### src/rtl/adapter_xfer_ctrl_if.sv
// Handshake bundle between the adapter transaction controller and its
// surrounding FIFOs, command sinks and far-side credit logic.
//
// Valid/ready semantics: a *_o strobe is a valid that depends only on
// registered controller state plus FIFO-availability inputs, never on its
// own ready. A transfer happens on a rising clock edge where strobe and
// ready are both high. A strobe that is not accepted stays asserted for as
// long as its conditions hold.
interface adapter_xfer_ctrl_if;
  logic tx_detc_i;
  logic rx_detc_i;
  logic tx_resp_detc_i;
  logic rx_resp_detc_i;
  logic wr_fifo_rd_ready;
  logic rd_fifo_rd_ready;
  logic tx_cmd_ready;
  logic rx_cmd_ready;
  logic tx_resp_cmd_ready;
  logic rx_resp_cmd_ready;
  logic tx_crd_i;
  logic rx_crd_ready;
  logic tx_cmd_o;
  logic rx_cmd_o;
  logic tx_resp_cmd_o;
  logic rx_resp_cmd_o;
  logic rx_crd_o;

  // Controller side
  modport master (
    input  tx_detc_i, rx_detc_i, tx_resp_detc_i, rx_resp_detc_i,
           wr_fifo_rd_ready, rd_fifo_rd_ready, tx_cmd_ready, rx_cmd_ready,
           tx_resp_cmd_ready, rx_resp_cmd_ready, tx_crd_i, rx_crd_ready,
    output tx_cmd_o, rx_cmd_o, tx_resp_cmd_o, rx_resp_cmd_o, rx_crd_o
  );

  // Environment side
  modport slave (
    output tx_detc_i, rx_detc_i, tx_resp_detc_i, rx_resp_detc_i,
           wr_fifo_rd_ready, rd_fifo_rd_ready, tx_cmd_ready, rx_cmd_ready,
           tx_resp_cmd_ready, rx_resp_cmd_ready, tx_crd_i, rx_crd_ready,
    input  tx_cmd_o, rx_cmd_o, tx_resp_cmd_o, rx_resp_cmd_o, rx_crd_o
  );
endinterface

### src/rtl/adapter_xfer_ctrl.sv
// Adapter transaction/credit controller: one write or read transaction at a
// time (request -> data phase -> response handshake), TX command gating on a
// far-side credit pool, RX credit return, and a no-progress watchdog.
module adapter_xfer_ctrl #(
  parameter int CRD_W    = 7,
  parameter int CRD_INIT = 127,
  parameter int TO_W     = 10,
  parameter int TO_CYC   = 1000
) (
  input  logic                clk,
  input  logic                rst,
  adapter_xfer_ctrl_if.master bus,
  input  logic                err_clr_i,
  output logic                lp_irdy_o,
  output logic                err_o,
  output logic [2:0]          cur_state_o,
  output logic [CRD_W-1:0]    credit_tx_o,
  output logic [CRD_W-1:0]    credit_rx_o
);

  typedef enum logic [2:0] {
    ST_IDLE       = 3'd0,
    ST_WRITE      = 3'd1,
    ST_READ       = 3'd2,
    ST_WRITE_RESP = 3'd3,
    ST_READ_RESP  = 3'd4,
    ST_ERROR      = 3'd5
  } state_e;

  localparam logic [CRD_W-1:0] CRD_INIT_V = CRD_W'(CRD_INIT);
  localparam logic [CRD_W-1:0] CRD_MAX    = {CRD_W{1'b1}};
  localparam bit               WD_EN      = (TO_CYC != 0);
  // Watchdog fires when the cycle about to complete is the TO_CYC-th idle one.
  localparam logic [TO_W-1:0]  WD_LAST    = TO_W'((TO_CYC == 0) ? 0 : TO_CYC - 1);

  state_e           state_q, state_d;
  logic [CRD_W-1:0] credit_tx_q, credit_tx_d;
  logic [CRD_W-1:0] credit_rx_q, credit_rx_d;
  logic [TO_W-1:0]  wd_q, wd_d;

  logic tx_cmd, rx_cmd, rx_crd;
  logic tx_xfer, rx_xfer, crd_xfer;
  logic wd_expire;

  // Strobe decode and transfer detection from registered state/counters.
  always_comb begin
    tx_cmd    = (state_q == ST_WRITE) && bus.wr_fifo_rd_ready && (credit_tx_q != '0);
    rx_cmd    = (state_q == ST_READ) && bus.rd_fifo_rd_ready && (credit_rx_q != CRD_MAX);
    rx_crd    = (credit_rx_q != '0);
    tx_xfer   = tx_cmd && bus.tx_cmd_ready;
    rx_xfer   = rx_cmd && bus.rx_cmd_ready;
    crd_xfer  = rx_crd && bus.rx_crd_ready;
    wd_expire = WD_EN && !tx_xfer && !rx_xfer && (wd_q == WD_LAST);
  end

  // Next-state selection; response detection beats watchdog expiry.
  always_comb begin
    state_d = state_q;
    case (state_q)
      ST_IDLE: begin
        if (bus.rx_detc_i)      state_d = ST_READ;
        else if (bus.tx_detc_i) state_d = ST_WRITE;
      end
      ST_WRITE: begin
        if (bus.tx_resp_detc_i) state_d = ST_WRITE_RESP;
        else if (wd_expire)     state_d = ST_ERROR;
      end
      ST_READ: begin
        if (bus.rx_resp_detc_i) state_d = ST_READ_RESP;
        else if (wd_expire)     state_d = ST_ERROR;
      end
      ST_WRITE_RESP: if (bus.tx_resp_cmd_ready) state_d = ST_IDLE;
      ST_READ_RESP:  if (bus.rx_resp_cmd_ready) state_d = ST_IDLE;
      ST_ERROR:      if (err_clr_i)             state_d = ST_IDLE;
      default:       state_d = ST_IDLE;
    endcase
  end

  // Counter updates: TX pool reloads in IDLE and saturates at CRD_INIT;
  // RX pool carries across transactions; watchdog counts idle data cycles.
  always_comb begin
    credit_tx_d = credit_tx_q;
    credit_rx_d = credit_rx_q;
    wd_d        = '0;

    if (state_q == ST_IDLE) begin
      credit_tx_d = CRD_INIT_V;
    end else if (tx_xfer && !bus.tx_crd_i) begin
      credit_tx_d = credit_tx_q - 1'b1;
    end else if (!tx_xfer && bus.tx_crd_i && (credit_tx_q < CRD_INIT_V)) begin
      credit_tx_d = credit_tx_q + 1'b1;
    end

    if (rx_xfer && !crd_xfer) begin
      credit_rx_d = credit_rx_q + 1'b1;
    end else if (!rx_xfer && crd_xfer) begin
      credit_rx_d = credit_rx_q - 1'b1;
    end

    if (WD_EN && (state_d == state_q) && !tx_xfer && !rx_xfer &&
        ((state_q == ST_WRITE) || (state_q == ST_READ))) begin
      wd_d = wd_q + 1'b1;
    end
  end

  // State and counter registers with synchronous reset.
  always_ff @(posedge clk) begin
    if (rst) begin
      state_q     <= ST_IDLE;
      credit_tx_q <= CRD_INIT_V;
      credit_rx_q <= '0;
      wd_q        <= '0;
    end else begin
      state_q     <= state_d;
      credit_tx_q <= credit_tx_d;
      credit_rx_q <= credit_rx_d;
      wd_q        <= wd_d;
    end
  end

  assign bus.tx_cmd_o      = tx_cmd;
  assign bus.rx_cmd_o      = rx_cmd;
  assign bus.rx_crd_o      = rx_crd;
  assign bus.tx_resp_cmd_o = (state_q == ST_WRITE_RESP);
  assign bus.rx_resp_cmd_o = (state_q == ST_READ_RESP);
  assign lp_irdy_o         = (state_q == ST_WRITE);
  assign err_o             = (state_q == ST_ERROR);
  assign cur_state_o       = state_q;
  assign credit_tx_o       = credit_tx_q;
  assign credit_rx_o       = credit_rx_q;

endmodule

### src/flat_wrapper.sv
// flat-port wrapper written by rule: the top's interface ports become plain ports
module adapter_xfer_ctrl_flat 
#(
  parameter int CRD_W    = 7,
  parameter int CRD_INIT = 127,
  parameter int TO_W     = 10,
  parameter int TO_CYC   = 1000
)
  (clk, rst, err_clr_i, lp_irdy_o, err_o, cur_state_o, credit_tx_o, credit_rx_o, bus_tx_detc_i, bus_rx_detc_i, bus_tx_resp_detc_i, bus_rx_resp_detc_i, bus_wr_fifo_rd_ready, bus_rd_fifo_rd_ready, bus_tx_cmd_ready, bus_rx_cmd_ready, bus_tx_resp_cmd_ready, bus_rx_resp_cmd_ready, bus_tx_crd_i, bus_rx_crd_ready, bus_tx_cmd_o, bus_rx_cmd_o, bus_tx_resp_cmd_o, bus_rx_resp_cmd_o, bus_rx_crd_o);
  adapter_xfer_ctrl_if bus_i ();
  input  logic clk;
  input  logic rst;
  input  logic err_clr_i;
  output logic lp_irdy_o;
  output logic err_o;
  output logic [2:0] cur_state_o;
  output logic [CRD_W-1:0] credit_tx_o;
  output logic [CRD_W-1:0] credit_rx_o;
  input wire logic [$bits(bus_i.tx_detc_i)-1:0] bus_tx_detc_i;
  input wire logic [$bits(bus_i.rx_detc_i)-1:0] bus_rx_detc_i;
  input wire logic [$bits(bus_i.tx_resp_detc_i)-1:0] bus_tx_resp_detc_i;
  input wire logic [$bits(bus_i.rx_resp_detc_i)-1:0] bus_rx_resp_detc_i;
  input wire logic [$bits(bus_i.wr_fifo_rd_ready)-1:0] bus_wr_fifo_rd_ready;
  input wire logic [$bits(bus_i.rd_fifo_rd_ready)-1:0] bus_rd_fifo_rd_ready;
  input wire logic [$bits(bus_i.tx_cmd_ready)-1:0] bus_tx_cmd_ready;
  input wire logic [$bits(bus_i.rx_cmd_ready)-1:0] bus_rx_cmd_ready;
  input wire logic [$bits(bus_i.tx_resp_cmd_ready)-1:0] bus_tx_resp_cmd_ready;
  input wire logic [$bits(bus_i.rx_resp_cmd_ready)-1:0] bus_rx_resp_cmd_ready;
  input wire logic [$bits(bus_i.tx_crd_i)-1:0] bus_tx_crd_i;
  input wire logic [$bits(bus_i.rx_crd_ready)-1:0] bus_rx_crd_ready;
  output wire logic [$bits(bus_i.tx_cmd_o)-1:0] bus_tx_cmd_o;
  output wire logic [$bits(bus_i.rx_cmd_o)-1:0] bus_rx_cmd_o;
  output wire logic [$bits(bus_i.tx_resp_cmd_o)-1:0] bus_tx_resp_cmd_o;
  output wire logic [$bits(bus_i.rx_resp_cmd_o)-1:0] bus_rx_resp_cmd_o;
  output wire logic [$bits(bus_i.rx_crd_o)-1:0] bus_rx_crd_o;
  assign bus_i.tx_detc_i = bus_tx_detc_i;
  assign bus_i.rx_detc_i = bus_rx_detc_i;
  assign bus_i.tx_resp_detc_i = bus_tx_resp_detc_i;
  assign bus_i.rx_resp_detc_i = bus_rx_resp_detc_i;
  assign bus_i.wr_fifo_rd_ready = bus_wr_fifo_rd_ready;
  assign bus_i.rd_fifo_rd_ready = bus_rd_fifo_rd_ready;
  assign bus_i.tx_cmd_ready = bus_tx_cmd_ready;
  assign bus_i.rx_cmd_ready = bus_rx_cmd_ready;
  assign bus_i.tx_resp_cmd_ready = bus_tx_resp_cmd_ready;
  assign bus_i.rx_resp_cmd_ready = bus_rx_resp_cmd_ready;
  assign bus_i.tx_crd_i = bus_tx_crd_i;
  assign bus_i.rx_crd_ready = bus_rx_crd_ready;
  assign bus_tx_cmd_o = bus_i.tx_cmd_o;
  assign bus_rx_cmd_o = bus_i.rx_cmd_o;
  assign bus_tx_resp_cmd_o = bus_i.tx_resp_cmd_o;
  assign bus_rx_resp_cmd_o = bus_i.rx_resp_cmd_o;
  assign bus_rx_crd_o = bus_i.rx_crd_o;
  adapter_xfer_ctrl #(.CRD_W(CRD_W), .CRD_INIT(CRD_INIT), .TO_W(TO_W), .TO_CYC(TO_CYC)) u_core (.clk(clk), .rst(rst), .bus(bus_i), .err_clr_i(err_clr_i), .lp_irdy_o(lp_irdy_o), .err_o(err_o), .cur_state_o(cur_state_o), .credit_tx_o(credit_tx_o), .credit_rx_o(credit_rx_o));
endmodule
### config.mk
export PLATFORM = sky130hd
export DESIGN_NAME = adapter_xfer_ctrl_flat
export DESIGN_NICKNAME = d
export VERILOG_FILES = /design/src/rtl/adapter_xfer_ctrl_if.sv /design/src/rtl/adapter_xfer_ctrl.sv /design/src/flat_wrapper.sv
export SDC_FILE = /design/constraint.sdc
export NUM_CORES = 1
export LEC_CHECK = 0
export ABC_AREA = 1
export BUFFER_PORTS_ARGS = -buffer_cell sky130_fd_sc_hd__buf_2
export CAP_MARGIN = 30
export CORE_AREA = 4 4 63 65
export CTS_BUF_LIST = sky130_fd_sc_hd__clkbuf_4
export CTS_CLUSTER_SIZE = 30
export DETAILED_ROUTE_END_ITERATION = 16
export DIE_AREA = 0 0 67 69
export PLACE_DENSITY = 0.88
export SETUP_SLACK_MARGIN = 0.1
export SKIP_CTS_REPAIR_TIMING = 1
export SLEW_MARGIN = 20
export SYNTH_ARGS = -nofsm -noshare
export SYNTH_HDL_FRONTEND = slang
export SYNTH_SLANG_ARGS = --single-unit
export TNS_END_PERCENT = 100
### constraint.sdc
create_clock -name clk -period 2.85 [get_ports clk]
set_input_delay 0.57 -clock clk [delete_from_list [all_inputs] [get_ports clk]]
set_output_delay 0.57 -clock clk [all_outputs]
set_load 0.005 [all_outputs]
**Word level (Yosys, flattened, before mapping)**

Cells that the tools add are included.

- Input port bits: 15
- Register bits after elaboration: 27

- Bitwise operators: 1
- $lt $le $gt $ge: 1
- Add/subtract/negate cells: 5
- Reductions and logical operators: 29
- Muxes and demuxes: 13
- Equal/unequal tests: 8

Operators by type and width:

| operator | number |
|---|---|
| 7-bit two-way mux | 4 |
| 3-bit two-way mux | 8 |
| 3-bit case mux with 6 select lines | 1 |
| 1-bit logical AND | 17 |
| 7-bit by 1-bit adder with 7-bit output, second input constant | 2 |
| 7-bit nonzero test | 2 |
| 7-bit by 1-bit subtractor with 7-bit output, second input constant | 2 |
| 10-bit by 1-bit adder with 10-bit output, second input constant | 1 |
| 10-bit == test, second input constant | 1 |
| 7-bit < comparator, second input constant | 1 |
| 7-bit inequality test, second input constant | 1 |
| 3-bit by 2-bit == test with 1-bit output, second input constant | 2 |
| 3-bit == test, second input constant | 2 |
| 1-bit logical NOT | 4 |
| 2-bit nonzero test | 2 |
| 2-bit OR reduction | 2 |
| 3-bit by 1-bit == test with 1-bit output, second input constant | 1 |
| 3-bit == test | 1 |
| 3-bit logical NOT | 1 |
| 1-bit logical OR | 1 |
| 1-bit inverter | 1 |

**Depth between registers and ports, before layout**

Gate-level depths: netlist (run 1).

- Depth in word-level cells: 16
- Depth in mapped cells: 18
- Gate-level depth less buffers: 18

**Worst setup path after synthesis (run 1)**

OpenSTA, ideal clock, no wires.

- Kind: input port to flip-flop
- Start: input port bus_rd_fifo_rd_ready
- End: register u_core.credit_rx_q[5] (netlist: u_core.credit_rx_o[5])
- Path slack: 0.565 ns
- Setup time: 0.109 ns
- Stages: 17
- Arrival: 2.176 ns
- Path buffers: 0
- Cells stage by stage: inv_1 -> nor2_1 -> nand3_1 -> inv_1 -> ha_1 -> inv_1 -> ha_1 -> a21oi_1 -> nand2_1 -> nand2_1 -> nand2_1 -> a21oi_1 -> nor2_1 -> nor2_1 -> nand2_1 -> nand2_1 -> inv_1

- Word-level cells in the longest chain between the ends: 6
- Elaborated cells on any way between the ends: 8
- Those cells by class: 1 x mux; 7 x reduce/logical

RTL lines:

| what | line | text |
|---|---|---|
| from (decl) | flat_wrapper.sv:24 | `input wire logic [$bits(bus_i.rd_fifo_rd_ready)-1:0] bus_rd_fifo_rd_ready;` |
| 1-bit logical AND * (2 in series) | adapter_xfer_ctrl.sv:48 | `rx_cmd = (state_q == ST_READ) && bus.rd_fifo_rd_ready && (credit_rx_q != CRD_MAX);` |
| 1-bit logical AND * | adapter_xfer_ctrl.sv:51 | `rx_xfer = rx_cmd && bus.rx_cmd_ready;` |
| 1-bit logical NOT | adapter_xfer_ctrl.sv:96 | `end else if (!rx_xfer && crd_xfer) begin` |
| 1-bit logical AND | adapter_xfer_ctrl.sv:96 |  |
| 2-bit nonzero test (no line) | -- |  |
| to (signal assigned) | adapter_xfer_ctrl.sv:116 | `credit_rx_q <= credit_rx_d;` |
| to (decl) | adapter_xfer_ctrl.sv:38 | `logic [CRD_W-1:0] credit_rx_q, credit_rx_d;` |

Every way passes the cells marked *; elsewhere a longest branch is shown, timed or not.
A chain may end at the register's enable or synchronous reset.

**Worst setup path in the final report (run 1)**

- Start: register u_core.state_q[2] (netlist: u_core.cur_state_o[2])
- End: register u_core.credit_rx_q[4] (netlist: u_core.credit_rx_o[4])

- Word-level cells in the longest chain between the ends: 7
- Elaborated cells on any way between the ends: 9
- Those cells by class: 1 x eq/ne; 1 x mux; 7 x reduce/logical

RTL lines:

| what | line | text |
|---|---|---|
| from (decl) | adapter_xfer_ctrl.sv:36 | `state_e state_q, state_d;` |
| from (signal assigned) | adapter_xfer_ctrl.sv:114 | `state_q <= state_d;` |
| 3-bit by 2-bit == test with 1-bit output * | adapter_xfer_ctrl.sv:48 |  |
| 1-bit logical AND * (2 in series) | adapter_xfer_ctrl.sv:48 |  |
| 1-bit logical AND * | adapter_xfer_ctrl.sv:51 |  |
| 1-bit logical NOT | adapter_xfer_ctrl.sv:96 |  |
| 1-bit logical AND | adapter_xfer_ctrl.sv:96 |  |
| 2-bit nonzero test (no line) | -- |  |

Marked as above.

==> results of run 1 <==
[Yosys cell counts (all sizes together)]
master	n
nor2	46
ha	12
and3	1
inv	45
a31oi	1
nand4	6
xnor2	5
dfxtp	27
a211oi	1
clkinv	1
nor3	5
or2	2
o211ai	5
o21ai	9
nand3b	1
nand2	49
nand3	27
fa	2
clkbuf	1
nor4	1
xor2	9
a21oi	13
nor3b	1
[cells by family after synthesis]
logic type	after synthesis	synth area share [%]
AND/OR/NAND/NOR	139	35.6
flip-flops	27	29.0
XOR/XNOR	14	6.59
buffers and inverters	47	9.68
adder cells (fa/ha/maj)	14	10.2
AO/OA/AOI/OAI	29	8.87
[per-layer routing]
layer	up-vias	wire length [µm]	GRT usage (%)
met4	0	38	3.60
met3	7	215	3.57
met2	46	2030	33.7
met1	815	1760	23.0
li1	956	-	-
met5	-	0	0
[cells in the final DEF (no fill, tap or decap), types with 3 or more instances in the layout]
| master | count |
|---|---|
| nor2_1 | 45 |
| nand2_1 | 46 |
| nand4_1 | 6 |
| a21oi_1 | 13 |
| xor2_1 | 9 |
| dfxtp_1 | 22 |
| nand3_1 | 23 |
| inv_2 | 3 |
| xnor2_1 | 5 |
| clkbuf_4 | 4 |
| buf_2 | 38 |
| inv_1 | 41 |
| dfxtp_2 | 5 |
| nor3_1 | 5 |
| ha_1 | 11 |
| o211ai_1 | 5 |
| o21ai_0 | 8 |
[cell type report]
cell class,instances,share of cell area [%]
Multi-Input combinational cell,196,53.4
Sequential cell,27,25.3
Timing Repair Buffer,39,9.14
Inverter,46,8.16
Tap cell,46,2.66
Clock buffer,4,1.39
[worst max-delay path: cells and delay by family (launching register included)]
family	cells	cell delay, ns
xor gates and xnor gates	1	0.10
and+or+nand+nor	5	0.55
adders and majority gates	2	0.55
AOI/OAI and AO/OA	2	0.43
DFF	1	0.36
buffers and inverters	4	0.37
[path summary, 6_finish.rpt]
check | slack [ns] | from | endpoint | cells after the start
hold / removal | 0.47 | u_core.wd_q[0] | u_core.wd_q[0] | 1
hold reg to reg | 0.47 | u_core.wd_q[0] | u_core.wd_q[0] | 1
setup reg to reg | 0.40 | u_core.cur_state_o[2] | u_core.credit_rx_o[4] | 14
setup / recovery | 0.40 | u_core.cur_state_o[2] | u_core.credit_rx_o[4] | 14
[state kept, by name, indices dropped and copies added, names as in the netlist]
signal,count
u_core.credit_rx_o,7
u_core.credit_tx_o,7
u_core.cur_state_o,3
u_core.wd_q,10
[power by group through the flow]
stage	Sequential, mW	Combinational (mW)	Clock, mW
floorplan	0.507	0.479	0
global placement	0.511	0.636	0
detailed placement	0.515	0.660	0
CTS	0.507	0.662	0.185
global route	0.529	0.788	0.202
finish	0.516	0.677	0.181
[stage by stage]
step                hold WS (ns)  area (µm²)
floorplan                  0.418        1860
finish                     0.466        2160
global route               0.499        2160
global placement           0.431        2110
detailed placement         0.447        2110
CTS                        0.468        2140
==> impl_summary.md, run 1 <==
STA
The setup TNS after final layout is 0 ns. Across the routed clock network, the largest skew measured is 0.00209 ns. Derived from the worst setup path, the maximum achievable clock frequency is 0.409 GHz. The hold violation count in the final report came to 0. Setup repair after global routing left no endpoint under its margin. At the pin with the least slew margin, the transition time is 0.574 ns.

The post-route minimum period is 2.45 ns. The number of failing setup endpoints in the final timing report is 0. The post-layout worst setup margin is 0.403 ns. Dividing the final minimum period by the clock period gives 85.9%. The final-report max-slew violation count was 0. The headroom to the max-slew limit is 61.6%.

Floorplan
In this run the count of I/O pins placed on the die edge is 39. The die is 69 µm tall. The overall die area is 0.00462 mm². The die is 67 µm wide. The total area inside the core boundary comes to 0.00334 mm². The effective utilization at floorplan is 55.8%. After floorplanning, the core was divided into 21 placement rows.

Logic synthesis
The sequential area share after synthesis is 29.0%. The post-synthesis instance area is 0.00186 mm². In the post-synthesis netlist, the biggest area contributors are dfxtp_1 29%, nand2_1 9.3%, nor2_1 9.1%. The mean instance size in the synthesized netlist is 6.90 µm². The number of cells produced by synthesis is 270. The cell type with the highest aggregate area in the netlist is dfxtp_1. Of the post-synthesis cell area, the dominant cell type holds 29.0%.

Counting every net in the synthesized netlist gives 299. The number of distinct library cell variants in the gate-level netlist after synthesis is 31. The yosys synthesis warning count is 0. The number of synthesized register bits is 27.

Layout
In the final design database the tool counted 342 nets. The register area is 547 µm². Cells with a size suffix above 1 make up 20.8% of the layout. The filler cell count is 299. Once layout is complete, the cells apart from fillers number 358. The area taken by multi-input logic gates is 0.00115 mm². 0 antenna diodes ended up in the layout. The final core utilization is 64.8%. From synthesis to final layout, the design area changed by 16.1%.

GRT
The total overflow left after global routing is 0. Global routing used 18.9% of the available tracks. The wire length of the first global-routing pass is 7240 µm.

The pin count of the biggest net entering global routing is 15. The initial antenna violation count is 0. The via count of the first global-routing pass came to 1747.

Worst setup path
In this design, the stage delay of the slowest critical-path cell is 0.36 ns. The data required time of the critical path is 3.09 ns. The slowest cell on the critical path is dfxtp_1.

The endpoint class of the critical path is a register. The startpoint class of the critical path is a register. The setup path with the least slack is of type register to register. Of all nets on the critical path, the largest fanout is 7. The data arrival time of the worst path is 2.69 ns. Traced cell by cell, the critical path runs through inv_2 > nand3_2 > nor2_1 > nand3_1 > inv_1 > ha_1 > inv_2 > ha_1 > nand2_1 > nand2_1 > a31oi_1 > xnor2_1 > o21ai_0 > inv_1.

Clocking
TritonCTS created 3 clock buffers. The clock slew at the register clock pins of the worst setup and hold paths is 0.15 ns. The number of buffers between clock root and the deepest sink is 2.

TritonCTS built the clock tree. The maximum level of the CTS H-tree is 1. The root cell of the clock tree is clkbuf_4. At the later pin of the worst-skew pair, clock insertion delay measures 0.33 ns. The tree built by TritonCTS fans out to 27 sinks.

Power
The share of power burned in the clock network is 13.2%. The sequential share of power is 37.6%. The total internal power is 0.789 mW. The power after layout is 1.37 mW. The worst voltage drop across the vdd grid is 0.511 mV. Summed over all cells, the static leakage comes to 1.12 nW. Power spread over the standard cell area amounts to 636 mW/mm². In this run switching power makes up 42.6% of total power.

Combinational cells account for 49.3% of the total power. The switching power is 0.585 mW.

Placement
The total placed cells including tap cells is 354. Routability-driven placement finished with a final weighted congestion of 0.847. The count of port buffers added during placement is 38. The half-perimeter wire length after detailed placement is 3260 µm. The minimum setup slack after placement is 0.299 ns.

Routing
The remaining routing DRC violations is 0. The detailed router placed 1824 vias in this run. Dividing the detail-routed via count by the number of cells gives 5.09.

The iteration count of the initial detailed-routing pass is 4. The routed wire length is 4050 µm. After the first detailed-routing iteration, the DRC count stood at 165. Dividing the detail-routed wire length by the instance count gives 11.3 µm. The residual antenna-violating net count after detailed routing is 0.

Hold path
The path type of the worst min-delay path is register to register.

Flow run
The tool flagged a number of max-cap violations equal to 0.

Run status
The run finished with clean final reports.
Note: power is estimated with default switching activity, not from simulation.
==> inputs of run 2 (changes only) <==
--- a/config.mk
+++ b/config.mk
@@ -8,12 +8,11 @@
 export ABC_AREA = 1
 export BUFFER_PORTS_ARGS = -buffer_cell sky130_fd_sc_hd__buf_2
 export CAP_MARGIN = 30
-export CORE_AREA = 4 4 63 65
-export CTS_BUF_LIST = sky130_fd_sc_hd__clkbuf_4
+export CORE_AREA = 4 4 67 69
 export CTS_CLUSTER_SIZE = 30
 export DETAILED_ROUTE_END_ITERATION = 16
-export DIE_AREA = 0 0 67 69
-export PLACE_DENSITY = 0.88
+export DIE_AREA = 0 0 71 73
+export PLACE_DENSITY = 0.8
 export SETUP_SLACK_MARGIN = 0.1
 export SKIP_CTS_REPAIR_TIMING = 1
 export SLEW_MARGIN = 20
==> impl_summary.md, run 2 (synthesis results as in run 1) <==
Run status
The flow ran to the end, and the final reports show no timing, DRC or antenna violations.

STA
The number of failing setup endpoints in the final timing report is 0 (unchanged). Setup repair after global routing left no endpoint under its margin. The achievable clock frequency is 0.406 GHz (-0.63%). The ratio of final minimum period to clock period is 86.4% (+0.55 points). The actual transition at the worst max-transition pin came to 0.466 ns (-0.109 ns). The final-report max-slew violation count came to 0 (unchanged). The post-route minimum period is 2.46 ns (+0.0156 ns).

The hold violation count in the final report was 0 (unchanged). The setup TNS after final layout was 0 ns (unchanged). The headroom to the max-slew limit is 68.9% (+7.3 points).

The final clock skew is 0.00694 ns (+0.00485 ns). The post-layout worst setup margin is 0.387 ns (-0.0156 ns).

Worst setup path
The data required time of the critical path is 3.03 ns (-0.06 ns). The cell class contributing the biggest share of worst-path delay is simple AND/OR/NAND/NOR gates. The buffer and inverter count on the worst path is 3 (-1). The worst-case register-to-register setup slack was 0.39 ns (-0.02 ns). The critical-path maximum fanout is 6 (-1). The worst stage delay on the critical path came to 0.46 ns (+0.10 ns).

The critical path goes through nand3_2 > nor2_1 > nand3_1 > inv_1 > ha_1 > inv_2 > ha_1 > a21oi_1 > nand2_1 > nand2_1 > nand2_1 > a21oi_1 > nor2_1 > nor2_1 > nand2_1 > nand2_1 > inv_1. The launching point of the worst reg2reg path is u_core.cur_state_o[1]. The worst setup path is captured at a register. In this design, the critical path's most frequently occurring cell is nand2_1. The worst reg2reg path depth was 17 (+3). The data arrival time of the worst path came to 2.64 ns (-0.05 ns). The classification of the worst setup path is register to register. The startpoint class of the critical path is a register. The worst flop-to-flop path endpoint is u_core.credit_rx_o[5]. The largest individual stage delay along the critical path comes from the cell dfxtp_1. In this run the worst setup path begins at u_core.cur_state_o[1].

Layout
The most common cell after layout, fill and taps aside is nand2_1. The register containing the most flip-flops in the final layout is u_core.wd_q. Compared with the post-synthesis result, the final layout area differs by 16.4%.

The antenna cell count came to 0 (unchanged). The number of non-filler instances in the completed layout is 362 (+1.1%). The fraction of layout cells with a size suffix above 1 came to 19.6% (-1.3 points). The number of nets at the end of the flow came to 342 (unchanged). The number of flip-flops under the largest register name is 10 (unchanged). In the layout the commonest cells are 46 x nand2_1, 45 x nor2_1, 41 x inv_1, 38 x buf_2, 24 x dfxtp_1. The filler cell count was 385 (+29%).

Clocking
The maximum level of the CTS H-tree is 1 (unchanged). The number of buffers between clock root and the deepest sink was 2 (unchanged). The clock slew at the register clock pins of the worst setup and hold paths is 0.09 ns (-0.06 ns). The root cell of the clock tree is clkbuf_8. The insertion delay of the later-clocked pin in the worst-skew pair is 0.27 ns (-0.06 ns). The TritonCTS clock tree is done.

The TritonCTS sink count is 27 (unchanged). The number of buffers added by the clock tree synthesis step is 3 (unchanged).

GRT
The wire length of the first global-routing pass came to 6840 µm (-5.4%). The via count of the first global-routing pass is 1586 (-9.2%). The total routing usage reported by global routing came to 15.8% (-3.1 points). The pin count of the biggest net entering global routing is 15 (unchanged). The total grt overflow is 0 (unchanged). The initial antenna violation count is 0 (unchanged).

Floorplan
The die boundary height is 73 µm (+5.8%). The floorplan die width was 71 µm (+6.0%). The effective utilization at floorplan is 47.6% (-8.2 points).

The count of boundary I/O pins is 39 (unchanged). The total number of placement rows is 23 (+9.5%). The overall die area is 0.00518 mm² (+12%). The standard cell core area is 0.00391 mm² (+17%).

Routing
The remaining routing DRC violations is 0 (unchanged). The vias after detailed routing was 1827 (+0.16%). The routed wire length per instance is 10.9 µm (-3.6%). The iteration count of the initial detailed-routing pass is 4 (unchanged).

The residual antenna-violating net count after detailed routing was 0 (unchanged). The DRC violation total after the first TritonRoute iteration is 109 (-34%). The routed wire length is 3950 µm (-2.5%). The number of vias per cell is 5.05 (-0.94%).

Placement
The total placed cells including tap cells was 358 (+1.1%). The placer's final routability congestion estimate is 0.829 (-2.1%). The minimum setup slack after placement is 0.253 ns (-0.0455 ns). The count of port buffers added during placement is 38 (unchanged). The half-perimeter wire length after detailed placement is 3210 µm (-1.7%).

Power
The reported leakage power is 1.12 nW (+0.26%). The power after layout is 1.38 mW (+0.41%). The worst voltage drop across the vdd grid came to 0.499 mV (-2.3%).

The power per unit of standard cell area is 637 mW/mm² (+0.18%).

Hold path
The worst hold path cell count came to 1 (unchanged). In this run the worst hold path is classified as register to register. The startpoint identified for the worst hold timing path is u_core.wd_q[0]. The worst hold path terminates at u_core.wd_q[0].

Flow run
The number of maximum-capacitance constraint violations is 0 (unchanged).
-- run 2: cell types whose count changed in the layout (fill, tap and decap cells not counted) --
cell,change
dfxtp_1,+2
ha_1,+1
ha_4,-1
clkbuf_1,+1
clkbuf_4,-4
clkbuf_8,+3
dfxtp_2,-2
-- run 2: worst max-delay path by stage --
stage / end / slack, ns / depth (start not counted)
after floorplan: u_core.credit_rx_o[5] / 0.57 / 17
after global placement: u_core.credit_rx_o[5] / 0.38 / 18
final: u_core.credit_rx_o[5] / 0.39 / 17
after detailed placement: u_core.credit_rx_o[5] / 0.25 / 18
after global routing: u_core.credit_rx_o[5] / 0.16 / 17
after CTS: u_core.credit_rx_o[5] / 0.29 / 18
-- run 2: area by class of cell --
cell class	instances	area, µm²	area share (%)
Inverter	46	176	8.14
Timing Repair Buffer	39	198	9.12
Multi-Input combinational cell	196	1140	52.7
Tap cell	50	62.6	2.89
Sequential cell	27	544	25.1
Clock buffer	4	45.0	2.08
-- run 2: per-layer routing --
| layer | up-vias | GRT usage [%] | part of all wire, % |
|---|---|---|---|
| li1 | 954 | - | - |
| met1 | 829 | 20.5 | 45 |
| met2 | 42 | 27.9 | 50 |
| met3 | 2 | 2.48 | 4.1 |
| met4 | 0 | 2.71 | 0.58 |
| met5 | - | 0 | 0 |
-- run 2: stage by stage --
step	hold WS, ns	utilization [%]	cell area, µm²
6_report	0.454	55.4	2170
5_1_grt	0.482	55.4	2170
4_1_cts	0.456	55.3	2160
3_5_place_dp	0.440	54.1	2120
3_3_place_gp	0.431	54.1	2120
2_1_floorplan	0.418	-	1860
-- run 2: worst reg2reg max path, stage by stage, from the launching register on --
cell and delay (ns):
dfxtp_1 0.46, nand3_2 0.16, nor2_1 0.11, nand3_1 0.12, inv_1 0.08, ha_1 0.20, inv_2 0.09, ha_1 0.35
a21oi_1 0.15, nand2_1 0.09, nand2_1 0.06, nand2_1 0.04, a21oi_1 0.16, nor2_1 0.06, nor2_1 0.08, nand2_1 0.05
nand2_1 0.05, inv_1 0.03
-- run 2: power by group --
| part | leakage (nW) | internal, mW | switching [mW] |
|---|---|---|---|
| Sequential | 0.221 | 0.434 | 0.0766 |
| Clock | 0.0228 | 0.100 | 0.117 |
| Combinational | 0.880 | 0.278 | 0.373 |
| Total | 1.12 | 0.812 | 0.567 |
==> inputs of run 3 (changes only) <==
--- a/config.mk
+++ b/config.mk
@@ -8,15 +8,14 @@
 export ABC_AREA = 1
 export BUFFER_PORTS_ARGS = -buffer_cell sky130_fd_sc_hd__buf_2
 export CAP_MARGIN = 30
-export CORE_AREA = 4 4 67 69
+export CORE_AREA = 2 2 65 67
 export CTS_CLUSTER_SIZE = 30
 export DETAILED_ROUTE_END_ITERATION = 16
-export DIE_AREA = 0 0 71 73
+export DIE_AREA = 0 0 67 69
 export PLACE_DENSITY = 0.8
 export SETUP_SLACK_MARGIN = 0.1
 export SKIP_CTS_REPAIR_TIMING = 1
-export SLEW_MARGIN = 20
 export SYNTH_ARGS = -nofsm -noshare
 export SYNTH_HDL_FRONTEND = slang
 export SYNTH_SLANG_ARGS = --single-unit
-export TNS_END_PERCENT = 100
+export TNS_END_PERCENT = 10
==> impl_summary.md, run 3 (synthesis results as in run 1) <==
Run status
The flow ran to the end, and the final reports show no timing, DRC or antenna violations.

Floorplan
The standard cell core area is 0.00391 mm² (unchanged). The overall die area came to 0.00462 mm² (-11%). The count of boundary I/O pins is 39 (unchanged). The effective utilization at floorplan is 47.6% (unchanged).

The total number of placement rows came to 23 (unchanged). The die boundary height came to 69 µm (-5.5%). The floorplan die width was 67 µm (-5.6%).

GRT
The total routing usage reported by global routing is 17.5% (+1.8 points). The via count of the first global-routing pass is 1588 (+0.13%). The pin count of the biggest net entering global routing is 15 (unchanged). The initial antenna violation count is 0 (unchanged). The total grt overflow is 0 (unchanged).

The wire length of the first global-routing pass came to 6580 µm (-3.9%).

Clocking
The maximum level of the CTS H-tree is 1 (unchanged). The number of buffers between clock root and the deepest sink is 2 (unchanged). The number of buffers added by the clock tree synthesis step is 3 (unchanged).

The clock slew at the register clock pins of the worst setup and hold paths is 0.09 ns (about the same). The TritonCTS sink count is 27 (unchanged). TritonCTS built the clock tree. The insertion delay of the later-clocked pin in the worst-skew pair is 0.28 ns (about the same). The tree is rooted in a clkbuf_8.

Worst setup path
The launching point of the worst reg2reg path is u_core.cur_state_o[2]. The signal on the critical path passes through inv_2 > nand3_2 > nor2_1 > nand3_1 > nor2_1 > buf_4 > ha_1 > a21oi_1 > nand2_1 > nand2_1 > nand2_1 > a21oi_1 > nand2_1 > nand2_1 > o21ai_2. The worst stage delay on the critical path is 0.34 ns (-0.12 ns). The worst reg2reg path depth is 15 (-2).

The worst flop-to-flop path endpoint is u_core.credit_tx_o[5]. The worst setup path is captured at a register. The critical-path maximum fanout is 7 (+1).

The data arrival time of the worst path is 2.52 ns (-0.12 ns). The startpoint class of the critical path is a register. The slowest cell on the critical path is dfxtp_1. The critical path starts at u_core.cur_state_o[2]. The data required time of the critical path is 3.03 ns (about the same). The critical path is of the register to register type. Counting stages on the worst path, the most repeated cell is nand2_1. The worst-case register-to-register setup slack was 0.50 ns (+0.12 ns).

STA
The number of failing setup endpoints in the final timing report was 0 (unchanged). The setup TNS after final layout is 0 ns (unchanged). The actual transition at the worst max-transition pin is 0.491 ns (+0.0253 ns). The post-route minimum period is 2.35 ns (-0.117 ns). The headroom to the max-slew limit is 67.2% (-1.7 points). The post-layout worst setup margin is 0.505 ns (+0.117 ns). The hold violation count in the final report came to 0 (unchanged). The ratio of final minimum period to clock period is 82.3% (-4.1 points). The final clock skew came to 0.00200 ns (-0.00494 ns).

The achievable clock frequency is 0.426 GHz (+5.0%). The final-report max-slew violation count came to 0 (unchanged). Setup repair after global routing left no endpoint under its margin.

Routing
The residual antenna-violating net count after detailed routing was 0 (unchanged). The remaining routing DRC violations is 0 (unchanged). The routed wire length per instance came to 10.7 µm (-1.7%).

The number of vias per cell is 4.93 (-2.4%). The DRC violation total after the first TritonRoute iteration is 85 (-22%). The routed wire length is 3880 µm (-1.7%). The vias after detailed routing was 1784 (-2.4%). The iteration count of the initial detailed-routing pass is 4 (unchanged).

Layout
The register containing the most flip-flops in the final layout is u_core.wd_q. The synthesis-to-layout area growth is 17.2%. The area taken by multi-input logic gates came to 0.00115 mm² (+1.1%).

The number of flip-flops under the largest register name is 10 (unchanged). Leaving out fill and tap cells, the most frequent cell in the layout is nand2_1. The number of nets at the end of the flow is 342 (unchanged). The register area is 547 µm² (+0.46%).

The filler cell count came to 405 (+5.2%). The fraction of layout cells with a size suffix above 1 came to 20.5% (+0.96 points). The final core utilization is 55.8% (+0.38 points). The antenna cell count is 0 (unchanged).

The library cells used most frequently in the layout, excluding fill and tap cells, are 46 x nand2_1, 45 x nor2_1, 41 x inv_1, 38 x buf_2, 23 x nand3_1.

Power
The worst voltage drop across the vdd grid came to 0.491 mV (-1.5%). The power per unit of standard cell area is 645 mW/mm² (+1.3%). The reported leakage power is 1.13 nW (+0.13%).

Placement
The placer's final routability congestion estimate was 0.844 (+1.7%). The half-perimeter wire length after detailed placement is 3070 µm (-4.4%). The minimum setup slack after placement was 0.274 ns (+0.0210 ns).

The count of port buffers added during placement was 38 (unchanged).

Hold path
The path class of the tightest hold or removal check is register to register. The worst hold path cell count was 1 (unchanged). The worst min-delay path startpoint is u_core.wd_q[0].

The endpoint of the worst hold path is u_core.wd_q[0].

Flow run
The number of maximum-capacitance constraint violations was 0 (unchanged).
[run 3: changes by cell type in the layout (fill, tap and decap cells not counted)]
cell / before / now
dfxtp_2: 3 / 5
ha_1: 12 / 11
ha_4: 0 / 1
dfxtp_1: 24 / 22
[run 3: worst max path at each step]
stage | depth (start not counted) | endpoint | slack [ns]
3_5_place_dp | 18 | u_core.credit_rx_o[5] | 0.27
5_1_grt | 18 | u_core.credit_rx_o[5] | 0.13
3_3_place_gp | 18 | u_core.credit_rx_o[5] | 0.38
6_report | 15 | u_core.credit_tx_o[5] | 0.50
2_1_floorplan | 17 | u_core.credit_rx_o[5] | 0.57
4_1_cts | 18 | u_core.credit_rx_o[5] | 0.30
[run 3: critical path: cells and delay by family (launching register included)]
family	cells	cell delay (ns)
AOI/OAI and AO/OA	3	0.38
buffers and inverters	2	0.30
and+or+nand+nor	9	0.95
adders and majority gates	1	0.28
DFF	1	0.34
[run 3: cell type report]
| type | instances | share of cell area, % |
|---|---|---|
| Clock buffer | 4 | 2.06 |
| Sequential cell | 27 | 25.1 |
| Inverter | 46 | 8.08 |
| Timing Repair Buffer | 39 | 9.06 |
| Multi-Input combinational cell | 196 | 52.9 |
| Tap cell | 50 | 2.87 |
[run 3: through the flow]
stage                     instances  cell area [µm²]  hold WS (ns)  total power, mW
after floorplan                 270             1860         0.418            0.987
after global placement          358             2120         0.433             1.15
after detailed placement        358             2120         0.441             1.16
after CTS                       362             2160         0.455             1.39
after global routing            362             2180         0.477             1.54
final                           362             2180         0.455             1.41
[run 3: per-layer routing]
layer  vias up  global-route usage [%]  wire (µm)
li1        955                       -          -
met1       789                    23.0       1860
met2        34                    28.9       1840
met3         6                    2.28        137
met4         0                    6.12         48
met5         -                       0          0
[run 3: where the power goes]
part	switching [mW]	internal, mW
logic	0.378	0.290
clock network	0.125	0.100
registers	0.0777	0.436
total	0.581	0.827
